$ cat config.mk
export PLATFORM = sky130hd
export DESIGN_NAME = serial_tx
export DESIGN_NICKNAME = d
export VERILOG_FILES = /design/src/rtl/serial_tx.sv
export SDC_FILE = /design/constraint.sdc
export NUM_CORES = 1
export LEC_CHECK = 0
export ABC_AREA = 0
export BUFFER_PORTS_ARGS = -buffer_cell sky130_fd_sc_hd__buf_2
export CAP_MARGIN = 20
export CORE_MARGIN = 4
export CORE_UTILIZATION = 48
export CTS_CLUSTER_SIZE = 25
export DETAILED_ROUTE_END_ITERATION = 8
export PLACE_DENSITY = 0.73
export SYNTH_ARGS = -nofsm -noshare
export SYNTH_HDL_FRONTEND = slang
export SYNTH_SLANG_ARGS = --single-unit
$ cat constraint.sdc
create_clock -name clk -period 1.5 [get_ports clk]
set_input_delay 0.15 -clock clk [delete_from_list [all_inputs] [get_ports clk]]
set_output_delay 0.15 -clock clk [all_outputs]
set_load 0.05 [all_outputs]
$ cat src/rtl/serial_tx.sv
// Framed bit-serial transmitter: start bit, DATA_W data bits LSB first, stop bit.
// The serial outputs are registered from the FSM state, so they trail it by one cycle.
module serial_tx #(
    parameter int unsigned DATA_W       = 8,
    parameter int unsigned CLKS_PER_BIT = 4
) (
    input  logic              clk,
    input  logic              rst,
    input  logic [DATA_W-1:0] din,
    input  logic              din_valid,
    output logic              din_ready,
    output logic              dout,
    output logic              busy,
    output logic              done
);

    localparam int unsigned BAUD_W = (CLKS_PER_BIT > 1) ? $clog2(CLKS_PER_BIT) : 1;
    localparam int unsigned BIT_W  = (DATA_W > 1) ? $clog2(DATA_W) : 1;
    localparam logic [BAUD_W-1:0] BAUD_LAST = BAUD_W'(CLKS_PER_BIT - 1);
    localparam logic [BIT_W-1:0]  BIT_LAST  = BIT_W'(DATA_W - 1);

    typedef enum logic [1:0] {
        StIdle,
        StStart,
        StData,
        StStop
    } state_e;

    state_e              state_q, state_d;
    logic [BAUD_W-1:0]   baud_q, baud_d;
    logic [BIT_W-1:0]    bit_q, bit_d;
    logic [DATA_W-1:0]   shift_q, shift_d;
    logic                dout_q, dout_d;
    logic                busy_q, busy_d;
    logic                done_q, done_d;
    logic                bit_end;
    logic                accept;

    assign din_ready = (state_q == StIdle) && !rst;
    assign accept    = din_valid && din_ready;
    assign bit_end   = (baud_q == BAUD_LAST);

    always_comb begin
        state_d = state_q;
        baud_d  = baud_q;
        bit_d   = bit_q;
        shift_d = shift_q;
        unique case (state_q)
            StIdle: begin
                baud_d = '0;
                bit_d  = '0;
                if (accept) begin
                    shift_d = din;
                    state_d = StStart;
                end
            end
            StStart: begin
                if (bit_end) begin
                    baud_d  = '0;
                    state_d = StData;
                end else begin
                    baud_d = baud_q + 1'b1;
                end
            end
            StData: begin
                if (bit_end) begin
                    baud_d  = '0;
                    shift_d = shift_q >> 1;
                    if (bit_q == BIT_LAST) begin
                        bit_d   = '0;
                        state_d = StStop;
                    end else begin
                        bit_d = bit_q + 1'b1;
                    end
                end else begin
                    baud_d = baud_q + 1'b1;
                end
            end
            StStop: begin
                if (bit_end) begin
                    baud_d  = '0;
                    state_d = StIdle;
                end else begin
                    baud_d = baud_q + 1'b1;
                end
            end
            default: state_d = StIdle;
        endcase
    end

    // busy_q still high in the first IDLE cycle marks the end of a completed frame.
    always_comb begin
        dout_d = 1'b1;
        busy_d = (state_q != StIdle);
        done_d = (state_q == StIdle) && busy_q;
        unique case (state_q)
            StStart: dout_d = 1'b0;
            StData:  dout_d = shift_q[0];
            default: dout_d = 1'b1;
        endcase
    end

    always_ff @(posedge clk) begin
        if (rst) begin
            state_q <= StIdle;
            baud_q  <= '0;
            bit_q   <= '0;
            shift_q <= '0;
            dout_q  <= 1'b1;
            busy_q  <= 1'b0;
            done_q  <= 1'b0;
        end else begin
            state_q <= state_d;
            baud_q  <= baud_d;
            bit_q   <= bit_d;
            shift_q <= shift_d;
            dout_q  <= dout_d;
            busy_q  <= busy_d;
            done_q  <= done_d;
        end
    end

    assign dout = dout_q;
    assign busy = busy_q;
    assign done = done_q;

endmodule

After elaboration in Yosys (flattened, before gate mapping):

Cells that the tools add are included.

* memories: 0
* bits in read-only memories: 0
* register bits after elaboration: 18
* input port bits: 11
* bits in latches: 0
* logic and storage cells: 45
* output and inout bits: 4
* memory bits (writable): 0

* multipliers: 0
* bitwise gates (word level): 0
* $add $sub $neg: 2
* eq/ne operators: 10
* div/mod/pow operators: 0
* reduce and logical (&&, ||, !) cells: 11
* order comparisons: 0
* multiplexer cells: 15
* shift-type cells: 0

Operators with widths (count)
* 8-bit 2-to-1 mux: 2
* 8-bit case mux with 2 select lines: 1
* 2-bit 2-to-1 mux: 6
* 2-bit != test, second input constant: 5
* 2-bit case mux with 4 select lines: 1
* 2-bit equality test, second input constant: 3
* 3-bit 2-to-1 mux: 2
* 3-bit case mux with 2 select lines: 1
* 5-bit AND reduction: 1
* 2-bit case mux with 2 select lines: 1
* 2-bit nonzero test: 2
* 3-bit by 1-bit adder with 3-bit output, second input constant: 1
* 3-bit equality test, second input constant: 1
* 1-bit logical AND: 3
* 3-bit AND reduction: 1
* 3-bit OR reduction: 1
* 2-bit by 1-bit adder with 2-bit output, second input constant: 1
* 2-bit by 1-bit equality test with 1-bit output, second input constant: 1
* 2-bit logical NOT: 1
* 1-bit case mux with 2 select lines: 1
* 2-bit AND reduction: 1
* 1-bit logical NOT: 1

Depth between registers and ports, before layout:

* depth in word-level cells: 5
* mapped depth: 8
* gate-level depth less buffers: 6

Worst setup path before layout:

OpenSTA, ideal clock, no wires.

* kind: reg2reg
* from: register state_q[0]
* to: register done_q (netlist: done)
* arrival time: 1683 ps
* path buffers: 0
* path slack: -246 ps
* required time: 1437 ps
* stages on the path, launching flop included: 5
* setup time: 63 ps
* clock period less this slack: 1746 ps
* path through: dfxtp_1 > inv_1 > ha_1 > nor2b_1 > and2_1

* cells in the longest elaborated chain, start to end: 2

Ends and longest elaborated chain
* from (decl): RTL line 29 `state_e state_q, state_d;`
* from (signal assigned): RTL line 105 `state_q <= StIdle;`
* from (signal assigned): RTL line 113 `state_q <= state_d;`
* 2-bit logical NOT: RTL line 95 `done_d = (state_q == StIdle) && busy_q;`
* 1-bit logical AND: RTL line 95
* to (signal assigned): RTL line 119 `done_q <= done_d;`
* to (decl): RTL line 35 `logic done_q, done_d;`

No other way between the ends.
A chain may end at the register's enable or synchronous reset.

Worst setup path after layout:

* from: register state_q[0]
* to: register shift_q[7]

* cells in the longest elaborated chain, start to end: 5
* elaborated cells between the ends (all ways): 9
* those cells by class: eq/ne (3); mux (1); reduce/logical (5)

Ends and longest elaborated chain
* 2-bit logical NOT: RTL line 39, 48
* 1-bit logical AND: RTL line 39 `assign din_ready = (state_q == StIdle) && !rst;`
* 1-bit logical AND: RTL line 40 `assign accept = din_valid && din_ready;`
* 2-bit != test (no line)
* 3-bit AND reduction (no line)
* to (signal assigned): RTL line 116 `shift_q <= shift_d;`
* to (decl): RTL line 32 `logic [DATA_W-1:0] shift_q, shift_d;`

Several ways; a longest one is shown, not always the timed one.

==> impl_metrics.py <==
metrics = {
    "status": {
        "outcome": "finished with violations",
        "violations": "setup timing",
    },
    "pwr": {
        "irDropWorstVdd_uv": 1228,
        "p_per_area_nw_per_um2": 2311,
        "design_power_total_mw": 2.825,
        "cellLeakagePower_nw": 0.5080,
    },
    "sta": {
        "min_period_over_period_pct": 100.5,
        "final_max_slew_viol_count": 0,
        "fin_ws_ns": -0.007502,
        "finalHoldWorstSlack_ns": 0.2156,
        "max_freq_ghz": 0.6633,
        "hold_viol_final": 0,
        "setup-violations-final": 2,
        "setup_repair_after_global_routing_missed_its_margin": "yes",
        "timing_worst_slew_pin_value_ns": 0.2719,
        "timing.max_slew.rel_slack_pct": 81.88,
        "finalClockSkew_ns": 0.008504,
        "finalWorstPathRequiredPeriod_ns": 1.508,
    },
    "logic_synthesis": {
        "postSynthAreaPerCell_um2": 10.35,
        "post_synth_num_cell_types": 23,
        "synthMuxAreaShare_pct": 12.94,
        "syn_inst": 85,
        "synth.yosys.seq_area_share_pct": 40.97,
        "yosysTopAreaCell": "dfxtp_1",
        "synth.net_count": 104,
        "combinational_family_with_the_most_area_after_synthesis": "compound AO/OA/AOI/OAI gates",
        "synth-xor-area-share_pct": 0,
        "count_of_state_elements_after_synthesis": 18,
        "synth-compound-area-share_pct": 16.22,
        "post_synth_and_or_nand_nor_area_fraction_pct": 12.52,
        "yosys.area.top_type_share_pct": 40.97,
        "synthesis.area_um2": 879.6,
        "synthAdderAreaFrac_pct": 11.38,
        "yosys-top-cells-area": "dfxtp_1 41%, ha_1 11%, mux2i_1 11%, nor2_1 6.8%, a211oi_1 4.3%",
        "yosys_warnings": 0,
    },
    "grt": {
        "grt_remaining_overflow": 0,
        "grt_first_pass_wirelength_um": 2960,
        "via_count_of_the_first_global_routing_pass": 682,
        "number_of_antenna_violations_at_the_first_check_in_global_routing": 0,
        "grtUsageTotal_pct": 15.07,
        "maximum_number_of_pins_on_one_net_before_global_route_repair": 19,
    },
    "drt": {
        "detailed_route_via_count": 698,
        "drt_pass1_iterations": 4,
        "avgViaCountPerCell": 5.022,
        "avgRoutedWirePerCell_um": 12.98,
        "route.antenna.remaining_nets": 0,
        "detailedRoute.firstIterationViolations": 5,
        "routed_wirelength_um": 1804,
        "drt_drc_violations_left": 0,
    },
    "placement": {
        "place.port_buffers": 14,
        "dpl-instance-area_um2": 1054,
        "placedCellCount": 129,
        "detailedPlacementHpwl_um": 1170,
        "gp_congestion": 0.7440,
    },
    "setup_path": {
        "cells_along_the_critical_path": "inv_6 -> ha_4 -> mux2i_4 -> a21oi_4 -> buf_12 -> mux2i_1 -> nor2_1",
        "crit_slowest_cell": "dfxtp_4",
        "critical_path.endpoint": "shift_q[7]",
        "worst-endpoint-arrival_ns": 1.69,
        "reg2regPathDepth": 7,
        "r2r_start": "state_q[0]",
        "worstSetupPathType": "reg -> reg",
        "worst_setup_path_start_kind": "flop",
        "critical_path.endpoint_type": "flop",
        "crit_path_max_fanout": 8,
        "cp_slowest_stage_delay_ns": 0.41,
        "worst-r2r-setup-slack_ns": -0.008,
        "worstReg2RegEnd": "shift_q[7]",
        "timing.critical_path.required_ns": 1.68,
        "crit_start": "state_q[0]",
    },
    "clock_network": {
        "tritoncts": "yes",
        "cts.sink_count": 18,
        "clk_pin_slew_worst_paths_ns": 0.11,
        "cts_htree_levels": 1,
        "insertion_delay_of_the_later_clocked_pin_in_the_worst_skew_pair_ns": 0.29,
        "cts_inserted_buffers": 3,
        "cts.root.buffer_cell": "clkbuf_4",
        "cts.path.max_buffers": 2,
    },
    "floorplan": {
        "floorplan.core_area_um2": 1727,
        "std_cell_rows": 15,
        "die_width_um": 50.81,
        "floorplan.initialDensity_pct": 50.94,
        "floorplan.die.height_um": 50.81,
        "io_pins": 15,
        "total_die_area_um2": 2581,
    },
    "cells_and_area": {
        "post-route-util_pct": 70.80,
        "diodes": 0,
        "most_common_cell_after_layout_fill_and_taps_aside": "nor2_1",
        "design.final.nets": 134,
        "finish.cell_count_without_fillers": 139,
        "layout-drive-gt1-share_pct": 47.37,
        "leading_cell_types_in_the_layout_fill_and_taps_excluded": "16 x nor2_1, 15 x dfxtp_1, 15 x buf_4",
        "fin_area_um2": 1222,
        "synthToLayoutAreaGrowth_pct": 38.98,
    },
    "job": {
        "maxcap_violations": 0,
    },
    "min_path": {
        "worst_hold_path_type": "in -> reg",
    },
}
## stage by stage
stage | worst slack (ns) | TNS (ns)
final | -0.007502 | -0.01019
after floorplan | -0.01263 | -0.03828
after detailed placement | -0.06855 | -0.09843
after CTS | 0.001566 | 0
after global placement | 0.01300 | 0
after global routing | -0.08892 | -0.3864
## cell usage after synthesis (all sizes together)
library cell	instances
a211oi	8
a21oi	1
a221oi	1
a32oi	3
and2	1
buf	5
clkbuf	1
dfxtp	18
ha	8
inv	4
mux2i	11
nand2	1
nand2b	2
nor2	16
nor2b	2
nor4	1
nor4b	1
o21ba	1
## worst max-delay path: cells and delay by family, from the launching register on
family,cells,cell delay [ns]
flip-flops,1,0.41
multiplexers,2,0.36
buffers and inverters,2,0.20
AO/OA/AOI/OAI,1,0.20
adder cells (fa/ha/maj),1,0.17
AND/OR/NAND/NOR,1,0.06
## layout make-up
class | count | area (um^2)
Multi-Input combinational cell | 57 | 529.3
Fill cell | 137 | 504.2
Sequential cell | 18 | 369.1
Timing Repair Buffer | 31 | 234.0
Clock buffer | 4 | 36.28
Tap cell | 25 | 31.28
Inverter | 4 | 22.52
## state kept, by name, indices dropped and copies added, names as in the netlist
register,cells
dout,1
bit_q,3
baud_q,2
busy,1
done,1
shift_q,8
state_q,2
## where the power goes
part | internal, mW | switching (mW)
clock network | 0.148 | 0.148
logic | 0.911 | 0.832
registers | 0.668 | 0.118
## timing repair
item	in CTS	in global routing
cloned	0	1
endpoints found under the setup margin	11	10
gates resized for setup	13	5
endpoints found under the hold margin	0	0
setup buffers	3	2
hold buffers	0	0
pin swaps	2	4
## kinds of logic (layout without fill, tap and decap cells)
group | Yosys count | count (layout)
AO/OA/AOI/OAI | 14 | 14
flip-flops | 18 | 18
AND/OR/NAND/NOR | 24 | 24
multiplexers | 11 | 11
adder cells (fa/ha/maj) | 8 | 8
buffers and inverters | 10 | 39
## routing by layer
| layer | up-vias | track usage (%) | wire (um) |
|---|---|---|---|
| met5 | - | 0 | 0 |
| met4 | 0 | 6.278 | 33 |
| met3 | 4 | 3.561 | 45 |
| met2 | 12 | 26.09 | 867 |
| met1 | 325 | 17.64 | 858 |
| li1 | 357 | - | - |
## worst min-delay path by stage
stage	start	endpoint	slack [ns]	depth (start not counted)
CTS	din[6]	shift_q[6]	0.19	3
global route	din[1]	shift_q[1]	0.21	3
detailed placement	baud_q[0]	baud_q[0]	0.42	1
global placement	baud_q[0]	baud_q[0]	0.41	1
floorplan	din[5]	shift_q[5]	0.38	2
finish	din[1]	shift_q[1]	0.22	3
(Power assumes the default switching activity.)
